[src/rtl/sha_round_sequencer_if.sv]
// rtl/sha_round_sequencer_if.sv - hash-control and counter/datapath signal bundle for sha_round_sequencer
interface sha_round_sequencer_if;
   logic       START;
   logic       ABORT;
   logic       STALL;
   logic [7:0] CNT_Q;
   logic       CNT_CLK;
   logic       CNT_CLR;
   logic [7:0] ROUND;
   logic       ROUND_EN;
   logic       LOAD_W;
   logic       EXPAND_W;
   logic       FINAL_ADD;
   logic       BUSY;
   logic       DONE;
   logic       ERR;

   modport master (
      output START, ABORT, STALL, CNT_Q,
      input  CNT_CLK, CNT_CLR, ROUND, ROUND_EN, LOAD_W, EXPAND_W,
      input  FINAL_ADD, BUSY, DONE, ERR
   );

   modport slave (
      input  START, ABORT, STALL, CNT_Q,
      output CNT_CLK, CNT_CLR, ROUND, ROUND_EN, LOAD_W, EXPAND_W,
      output FINAL_ADD, BUSY, DONE, ERR
   );
endinterface

[src/rtl/sha_round_sequencer.sv]
// rtl/sha_round_sequencer.sv - SHA-256 round sequencer driving an external cascaded 8-bit ripple round counter
// Optional counter readback check enabled by defining SHA_ROUND_READBACK_CHECK_EN.
module sha_round_sequencer #(
   parameter int ROUNDS     = 64,
   parameter int LOAD_WORDS = 16,
   parameter int SETTLE_CYC = 2
) (
   input logic                  CLK,
   input logic                  CLR_N,
   sha_round_sequencer_if.slave bus
);
   typedef enum logic [2:0] {
      S_IDLE, S_CLEAR, S_EXEC, S_STEP, S_SETTLE, S_VERIFY, S_FINAL, S_FAULT
   } state_t;

   localparam logic [7:0] LAST_ROUND  = 8'(ROUNDS);
   localparam logic [7:0] LOAD_LIM    = 8'(LOAD_WORDS);
   localparam logic [3:0] SETTLE_LAST = 4'(SETTLE_CYC - 1);

   state_t     state_q, state_d;
   logic [3:0] wait_q, wait_d;
   logic [7:0] round_q, round_d;
   logic       cnt_clk_q, cnt_clk_d;
   logic       cnt_clr_q, cnt_clr_d;
   logic       round_en_q, round_en_d;
   logic       load_w_q, load_w_d;
   logic       expand_w_q, expand_w_d;
   logic       final_add_q, final_add_d;
   logic       busy_q, busy_d;
   logic       done_q, done_d;
   logic       err_q, err_d;
   logic [7:0] round_nxt;
   logic       readback_ok;

   assign round_nxt = round_q + 8'd1;

`ifdef SHA_ROUND_READBACK_CHECK_EN
   assign readback_ok = (bus.CNT_Q == round_nxt);
`else
   logic unused_cnt_q;
   assign unused_cnt_q = ^bus.CNT_Q;
   assign readback_ok  = 1'b1;
`endif

   always_comb begin
      state_d = state_q;
      wait_d  = wait_q;
      round_d = round_q;
      err_d   = err_q;
      done_d  = 1'b0;

      case (state_q)
         S_IDLE: begin
            if (bus.START) begin
               state_d = S_CLEAR;
               wait_d  = '0;
               round_d = '0;
               err_d   = 1'b0;
            end
         end
         S_CLEAR: begin
            wait_d = wait_q + 4'd1;
            if (wait_q == 4'd1) state_d = S_EXEC;
         end
         S_EXEC: begin
            // round_en_q already reflects STALL sampled on the way in
            if (round_en_q) state_d = S_STEP;
         end
         S_STEP: begin
            state_d = S_SETTLE;
            wait_d  = '0;
         end
         S_SETTLE: begin
            wait_d = wait_q + 4'd1;
            if (wait_q == SETTLE_LAST) state_d = S_VERIFY;
         end
         S_VERIFY: begin
            if (!readback_ok) begin
               state_d = S_FAULT;
               err_d   = 1'b1;
            end else begin
               round_d = round_nxt;
               state_d = (round_nxt == LAST_ROUND) ? S_FINAL : S_EXEC;
            end
         end
         S_FINAL: begin
            state_d = S_IDLE;
            done_d  = 1'b1;
         end
         S_FAULT: state_d = S_FAULT;
         default: state_d = S_IDLE;
      endcase

      if (bus.ABORT && (state_q != S_IDLE)) begin
         state_d = S_IDLE;
         round_d = round_q;
         err_d   = err_q;
         done_d  = 1'b0;
      end

      round_en_d  = (state_d == S_EXEC) && !bus.STALL;
      load_w_d    = round_en_d && (round_d < LOAD_LIM);
      expand_w_d  = round_en_d && !(round_d < LOAD_LIM);
      final_add_d = (state_d == S_FINAL);
      busy_d      = (state_d != S_IDLE);
      cnt_clk_d   = (state_d != S_STEP);
      // Aborting out of STEP raises CNT_CLK first and CNT_CLR one cycle later
      cnt_clr_d   = ((state_d == S_IDLE) || (state_d == S_CLEAR)) && cnt_clk_q;
   end

   always_ff @(posedge CLK or negedge CLR_N) begin
      if (!CLR_N) begin
         state_q     <= S_IDLE;
         wait_q      <= '0;
         round_q     <= '0;
         cnt_clk_q   <= 1'b1;
         cnt_clr_q   <= 1'b1;
         round_en_q  <= 1'b0;
         load_w_q    <= 1'b0;
         expand_w_q  <= 1'b0;
         final_add_q <= 1'b0;
         busy_q      <= 1'b0;
         done_q      <= 1'b0;
         err_q       <= 1'b0;
      end else begin
         state_q     <= state_d;
         wait_q      <= wait_d;
         round_q     <= round_d;
         cnt_clk_q   <= cnt_clk_d;
         cnt_clr_q   <= cnt_clr_d;
         round_en_q  <= round_en_d;
         load_w_q    <= load_w_d;
         expand_w_q  <= expand_w_d;
         final_add_q <= final_add_d;
         busy_q      <= busy_d;
         done_q      <= done_d;
         err_q       <= err_d;
      end
   end

   assign bus.CNT_CLK   = cnt_clk_q;
   assign bus.CNT_CLR   = cnt_clr_q;
   assign bus.ROUND     = round_q;
   assign bus.ROUND_EN  = round_en_q;
   assign bus.LOAD_W    = load_w_q;
   assign bus.EXPAND_W  = expand_w_q;
   assign bus.FINAL_ADD = final_add_q;
   assign bus.BUSY      = busy_q;
   assign bus.DONE      = done_q;
   assign bus.ERR       = err_q;
endmodule

[src/flat_wrapper.sv]
// flat-port wrapper written by rule: the top's interface ports become plain ports
module sha_round_sequencer_flat 
#(
   parameter int ROUNDS     = 64,
   parameter int LOAD_WORDS = 16,
   parameter int SETTLE_CYC = 2
)
  (CLK, CLR_N, bus_START, bus_ABORT, bus_STALL, bus_CNT_Q, bus_CNT_CLK, bus_CNT_CLR, bus_ROUND, bus_ROUND_EN, bus_LOAD_W, bus_EXPAND_W, bus_FINAL_ADD, bus_BUSY, bus_DONE, bus_ERR);
  sha_round_sequencer_if bus_i ();
  input logic CLK;
  input logic CLR_N;
  input wire logic [$bits(bus_i.START)-1:0] bus_START;
  input wire logic [$bits(bus_i.ABORT)-1:0] bus_ABORT;
  input wire logic [$bits(bus_i.STALL)-1:0] bus_STALL;
  input wire logic [$bits(bus_i.CNT_Q)-1:0] bus_CNT_Q;
  output wire logic [$bits(bus_i.CNT_CLK)-1:0] bus_CNT_CLK;
  output wire logic [$bits(bus_i.CNT_CLR)-1:0] bus_CNT_CLR;
  output wire logic [$bits(bus_i.ROUND)-1:0] bus_ROUND;
  output wire logic [$bits(bus_i.ROUND_EN)-1:0] bus_ROUND_EN;
  output wire logic [$bits(bus_i.LOAD_W)-1:0] bus_LOAD_W;
  output wire logic [$bits(bus_i.EXPAND_W)-1:0] bus_EXPAND_W;
  output wire logic [$bits(bus_i.FINAL_ADD)-1:0] bus_FINAL_ADD;
  output wire logic [$bits(bus_i.BUSY)-1:0] bus_BUSY;
  output wire logic [$bits(bus_i.DONE)-1:0] bus_DONE;
  output wire logic [$bits(bus_i.ERR)-1:0] bus_ERR;
  assign bus_i.START = bus_START;
  assign bus_i.ABORT = bus_ABORT;
  assign bus_i.STALL = bus_STALL;
  assign bus_i.CNT_Q = bus_CNT_Q;
  assign bus_CNT_CLK = bus_i.CNT_CLK;
  assign bus_CNT_CLR = bus_i.CNT_CLR;
  assign bus_ROUND = bus_i.ROUND;
  assign bus_ROUND_EN = bus_i.ROUND_EN;
  assign bus_LOAD_W = bus_i.LOAD_W;
  assign bus_EXPAND_W = bus_i.EXPAND_W;
  assign bus_FINAL_ADD = bus_i.FINAL_ADD;
  assign bus_BUSY = bus_i.BUSY;
  assign bus_DONE = bus_i.DONE;
  assign bus_ERR = bus_i.ERR;
  sha_round_sequencer #(.ROUNDS(ROUNDS), .LOAD_WORDS(LOAD_WORDS), .SETTLE_CYC(SETTLE_CYC)) u_core (.CLK(CLK), .CLR_N(CLR_N), .bus(bus_i));
endmodule
[config.mk]
export PLATFORM = sky130hd
export DESIGN_NAME = sha_round_sequencer_flat
export DESIGN_NICKNAME = d
export VERILOG_FILES = /design/src/rtl/sha_round_sequencer_if.sv /design/src/rtl/sha_round_sequencer.sv /design/src/flat_wrapper.sv
export SDC_FILE = /design/constraint.sdc
export NUM_CORES = 1
export LEC_CHECK = 0
export ABC_AREA = 1
export CAP_MARGIN = 5
export CORE_AREA = 2 2 66 53
export DETAILED_ROUTE_END_ITERATION = 12
export DIE_AREA = 0 0 68 55
export MAX_ROUTING_LAYER = met4
export PLACE_DENSITY = 0.72
export SYNTH_ARGS = -nofsm -noshare
export SYNTH_HDL_FRONTEND = slang
export SYNTH_SLANG_ARGS = --single-unit
[constraint.sdc]
create_clock -name CLK -period 1.4 [get_ports CLK]
set_input_delay 0.28 -clock CLK [delete_from_list [all_inputs] [get_ports CLK]]
set_output_delay 0.28 -clock CLK [all_outputs]
set_load 0.02 [all_outputs]
After elaboration in Yosys (flattened, before gate mapping)
Index checks and enable logic that the tools add are counted.
{ "totals": {"input_bits": 13, "latch_bits": 0, "mem_bits_ro": 0, "output_inout_bits": 17, "reg_bits": 23, "n_memories": 0, "elab_cells": 57, "ram_bits": 0} }
{ "classes": {"reduce_logical": 15, "n_div": 0, "add_sub_neg": 2, "mux": 14, "n_eq_ne": 14, "n_lt_le_gt_ge": 1, "multipliers": 0, "n_shift": 0, "bitwise": 0} }
{ "op_table": {"columns": ["op", "n"], "rows": [
  ["case mux 3 bit (8 select lines)", 1],
  ["2-to-1 mux 3 bit", 6],
  ["2-to-1 mux 8 bit", 2],
  ["case mux 8 bit (2 select lines)", 1],
  ["equality test 3 bit (second input constant)", 5],
  ["case mux 4 bit (3 select lines)", 1],
  ["equality test 3 x 2 -> 1 bit (second input constant)", 3],
  ["nonzero test 3 bit", 3],
  ["adder 8 x 1 -> 8 bit (second input constant)", 1],
  ["equality test 8 x 7 -> 1 bit (second input constant)", 1],
  ["less-than comparator 8 x 5 -> 1 bit (second input constant)", 1],
  ["equality test 3 x 1 -> 1 bit (second input constant)", 2],
  ["logical NOT 3 bit", 2],
  ["logical AND 1 bit", 5],
  ["adder 4 x 1 -> 4 bit (second input constant)", 1],
  ["equality test 4 x 1 -> 1 bit (second input constant)", 1],
  ["2-to-1 mux 4 bit", 1],
  ["!= test 3 x 2 -> 1 bit (second input constant)", 1],
  ["logical NOT 1 bit", 2],
  ["2-to-1 mux 1 bit", 2],
  ["!= test 2 bit (second input constant)", 1],
  ["AND reduction 2 bit", 1],
  ["OR reduction 2 bit", 1],
  ["logical OR 1 bit", 1]
]} }

Longest topological paths before layout
{ "logic_depth": {"word_depth": 8, "mapped_depth": 12, "ltp_nobuf": 12} }

Worst setup path after synthesis
Ideal clock, no wire load.
{ "synth_path": {"kind": "register to register", "startpoint": "register u_core.round_q[0], in the netlist u_core.bus.ROUND[0]", "endpoint": "register u_core.expand_w_q, in the netlist u_core.bus.EXPAND_W", "synth_period_minus_slack_ps": 1632, "stages_incl_launch_ff": 13, "arrival_ps": 1515, "slack_ps": -232, "setup_time_ps": 117, "required_ps": 1283, "cell_sequence": "dfrtp_1 -> ha_1 -> nand2_1 -> nor2_2 -> nand2_1 -> nand2_1 -> nand2_1 -> nor2_1 -> nand2_1 -> nand2_1 -> nand2_2 -> nand2_2 -> nor2_1"} }
{ "synth_via": {"elab_chain_len": 8, "word_cells_on_any_way": 13, "cone_classes": "add/sub (1); order compare (1); eq/ne (2); mux (6); reduce/logical (3)"} }
{ "synth_lines": {"columns": ["item", "line", "source"], "rows": [
  ["start: declaration", "sha_round_sequencer.sv:22", "logic [7:0] round_q, round_d;"],
  ["start signal: assignment", "sha_round_sequencer.sv:128", "round_q <= round_d;"],
  ["adder 8 x 1 -> 8 bit", "sha_round_sequencer.sv:35", "assign round_nxt = round_q + 8'd1;"],
  ["equality test 8 x 7 -> 1 bit", "sha_round_sequencer.sv:83", "state_d = (round_nxt == LAST_ROUND) ? S_FINAL : S_EXEC;"],
  ["2-to-1 mux 3 bit", "sha_round_sequencer.sv:83", null],
  ["case mux 3 bit (8 select lines)", "sha_round_sequencer.sv:52", "case (state_q)"],
  ["2-to-1 mux 3 bit", "sha_round_sequencer.sv:94", "if (bus.ABORT && (state_q != S_IDLE)) begin"],
  ["equality test 3 x 2 -> 1 bit", "sha_round_sequencer.sv:101", "round_en_d = (state_d == S_EXEC) && !bus.STALL;"],
  ["logical AND 1 bit", "sha_round_sequencer.sv:101", null],
  ["logical AND 1 bit *", "sha_round_sequencer.sv:103", "expand_w_d = round_en_d && !(round_d < LOAD_LIM);"],
  ["net u_core.expand_w_d", "sha_round_sequencer.sv:27", "logic expand_w_q, expand_w_d;"],
  ["end signal: assignment", "sha_round_sequencer.sv:133", "expand_w_q <= expand_w_d;"],
  ["end: declaration", "sha_round_sequencer.sv:27", null]
]} }
Mark *: on every way through the listed nets, which the timed path passes. The rest lies on a longest branch.
A chain may end at the register's enable or synchronous reset.

Worst setup path after layout
Ends and elaborated chain as after synthesis.

==> results by group <==
Status
  – Run status: finished, violations left
  – Violated checks: setup timing

Synthesis
  – Cell taking the most area after synthesis: dfrtp_1
  – Largest family of logic cells by synthesized area: simple AND/OR/NAND/NOR gates
  – Cell variety after synth: 26
  – Area contributors post-synth: dfrtp_1 40%, nand2_1 13%, inv_1 7.5%
  – Post-synthesis adder-cell area fraction: 0.0383
  – Seq cells post-synth: 23
  – Synth warnings: 0
  – Mux cell area share after synthesis: 0
  – Post-synthesis sequential area ratio: 0.443
  – Post-Synth XOR/XNOR Area: 0.0134
  – Post-synthesis simple-gate area fraction: 0.340
  – Post-synth top area share: 0.402
  – Mean post-synth cell area: ~7.6 µm²
  – Net Count, Synth: 190
  – Synthesized area: 1310 µm²
  – Post-Syn Instances: 173
  – Complex-gate fraction of the synthesized area: 0.0642

Clock tree
  – CTS Root Cell: clkbuf_8
  – Clk pin slew, worst setup/hold paths: about 80 ps
  – CTS max path bufs: 2
  – H-Tree Depth: 1
  – CTS tree: yes
  – Worst-Skew Late Latency: 270 ps
  – TritonCTS buffer count: 3
  – Number of clock sinks: 23

Global route
  – Initial antenna violation count: 0
  – Gr usage total: 0.176
  – Largest net degree at the start of global routing: 24
  – Global-route wire length before repair: 4.73 mm
  – Grt total ovfl: 0
  – Vias in the first global route: 1089

STA
  – Fmax: between 600 and 700 MHz
  – Setup TNS: -793 ps
  – Final WS setup: -138 ps
  – Fin crit period: approximately 1500 ps
  – Final setup vio count: 11
  – Hold_ws: between 300 and 400 ps
  – Fin crit share: 1.10
  – RSZ-0062 raised after global routing: yes
  – Final count of hold timing violations: 0
  – Slew Limit Fails: 0
  – Clk_skew: 5.30 ps

Setup path
  – Worst-path maximum fanout: 5
  – Slowest-stage cell, CP: dfrtp_2
  – Required time worst endpoint: about 1600 ps
  – Setup crit end kind: flop
  – Most used cell, CP: nand2_1
  – Setup Crit Path Kind: flop to flop
  – CP startpoint kind: flop
  – Slowest stage delay, CP: around 450 ps
  – CP cell instances: ha_4 > nand2_1 > nand2_1 > nor2_1 > nand3_1 > nor2_1 > nand2_1 > nand2_1 > nand2_2 > nand2_4 > nor2_1
  – Critical path arrival: roughly 1700 ps

Die
  – Die X: 68 µm
  – Num ports: 30
  – Core ar.: 3110 µm²
  – FP Rows: 18
  – Starting Density: 0.420
  – Die Span Y: around 55 µm
  – Die area: 3740 µm²

Final layout
  – Area grow syn2layout: 36.8%
  – Final nets: 238
  – Most common cell after layout, fill and taps aside: nand2_1
  – Layout cells sized above 1: 0.318
  – Leading cell types in the layout, fill and taps excluded: 44 x nand2_1, 26 x inv_1, 24 x buf_4, 17 x dfrtp_1, 15 x nor2_1
  – N_diodes: 0

Power
  – Peak VDD IR: roughly 1200 µV
  – P per Cell Area: 1540 nW/µm²
  – Leak: a little under 1 nW

Routing
  – Total Wirelength: 2.87 mm
  – DR iter-0 viols: 35
  – Residual DRC: 0
  – First drt pass iteration count: 4
  – Routed via count: approximately 1200
  – Drt wl/cell: ~11 µm
  – Final antenna-violating net count: 0
  – Via density: roughly 4.6

Worst hold path
  – Hold Crit Class: input port to asynchronous set/reset pin

Placement
  – Port bufs: 20
  – Placer Congestion: a little over 0.9
  – DP HPWL: around 2.2 mm

Job
  – Max-cap violation count: 0
## per-layer routing
layer | up-vias | track usage | share of wire
li1 | 618 | - | -
met1 | 528 | 0.243 | 0.49
met2 | 37 | 0.259 | 0.43
met3 | 5 | 0.0445 | 0.062
met4 | 0 | 0.0500 | 0.012
met5 | - | - | 0
## repair_timing
| item | 4_1_cts | 5_1_grt |
|---|---|---|
| pin swaps | 7 | 2 |
| hold buffers | 0 | 0 |
| resized for setup | 28 | 10 |
| hold endpoints to repair | 0 | 0 |
| endpoints found under the setup margin | 30 | 20 |
| buffers inserted | 1 | 0 |
## power breakdown
group	switching, mW	total, mW	leakage (nW)	internal [mW]
Sequential	0.115	0.951	0.299	0.836
Clock	0.216	0.418	0.0217	0.202
Combinational	0.830	1.38	0.646	0.549
Total	1.16	2.75	0.967	1.59
## cells in the mapped netlist (all sizes together)
library cell  count
clkinv            2
nor3              2
nor2             23
nand2            56
nand3            14
dfstp             2
inv              30
xor2              1
dfrtp            21
o22ai             1
o21ai            11
a21oi             3
xnor2             1
conb              1
ha                4
buf               1
## state kept, by name, indices dropped and copies added, names as in the netlist
register	cells
u_core.bus.ROUND	8
u_core.wait_q	4
u_core.state_q	3
u_core.bus.BUSY	1
u_core.bus.CNT_CLK	1
u_core.bus.CNT_CLR	1
u_core.bus.DONE	1
u_core.bus.EXPAND_W	1
u_core.bus.FINAL_ADD	1
u_core.bus.LOAD_W	1
u_core.bus.ROUND_EN	1
## through the flow
stage / std cells / setup slack, ps / area, µm² / total power, mW / utilization
floorplan: 173 / -95.6 / 1330 / 1.78 / -
global placement: 255 / -238 / 1750 / 2.32 / 0.563
detailed placement: 255 / -320 / 1750 / 2.35 / 0.563
CTS: 260 / -131 / 1790 / 2.74 / 0.576
global route: 260 / -275 / 1790 / 2.96 / 0.575
finish: 260 / -138 / 1790 / 2.75 / 0.575
## worst paths after layout
check	startpoint	end	slack, ps	cells past startpoint
worst min-delay path	CLR_N	u_core.state_q[2]	360	2
worst max-delay path	u_core.bus.ROUND[0]	u_core.bus.EXPAND_W	-140	11
worst max register to register	u_core.bus.ROUND[0]	u_core.bus.EXPAND_W	-140	11
max in group asynchronous	CLR_N	u_core.bus.CNT_CLK	760	2
worst min register to register	u_core.bus.CNT_CLK	u_core.bus.CNT_CLR	470	2
min in group CLK	u_core.bus.CNT_CLK	u_core.bus.CNT_CLR	470	2
## worst max-delay path: cells and delay by family (launching register included)
| family | cells | cell delay (ps) |
|---|---|---|
| DFF | 1 | 450 |
| adders and majority gates | 1 | 190 |
| and+or+nand+nor | 10 | 790 |
## area by class of cell
| class | instances | area (µm²) |
|---|---|---|
| clock buffer | 3 | 41.3 |
| clock inverter | 1 | 7.51 |
| fill | 292 | 1320 |
| inverter | 32 | 121 |
| multi-input combinational | 117 | 641 |
| sequential | 23 | 583 |
| tap | 40 | 50.0 |
| timing repair buffer | 44 | 343 |
## logic make-up (layout without fill, tap and decap cells)
kind of cell               after synthesis  count (layout)
AOI/OAI and AO/OA                       15              15
xor gates and xnor gates                 2               2
adders and majority gates                4               4
buffers and inverters                   33              80
DFF                                     23              23
other                                    1               1
and+or+nand+nor                         95              95
(Power assumes the default switching activity.)
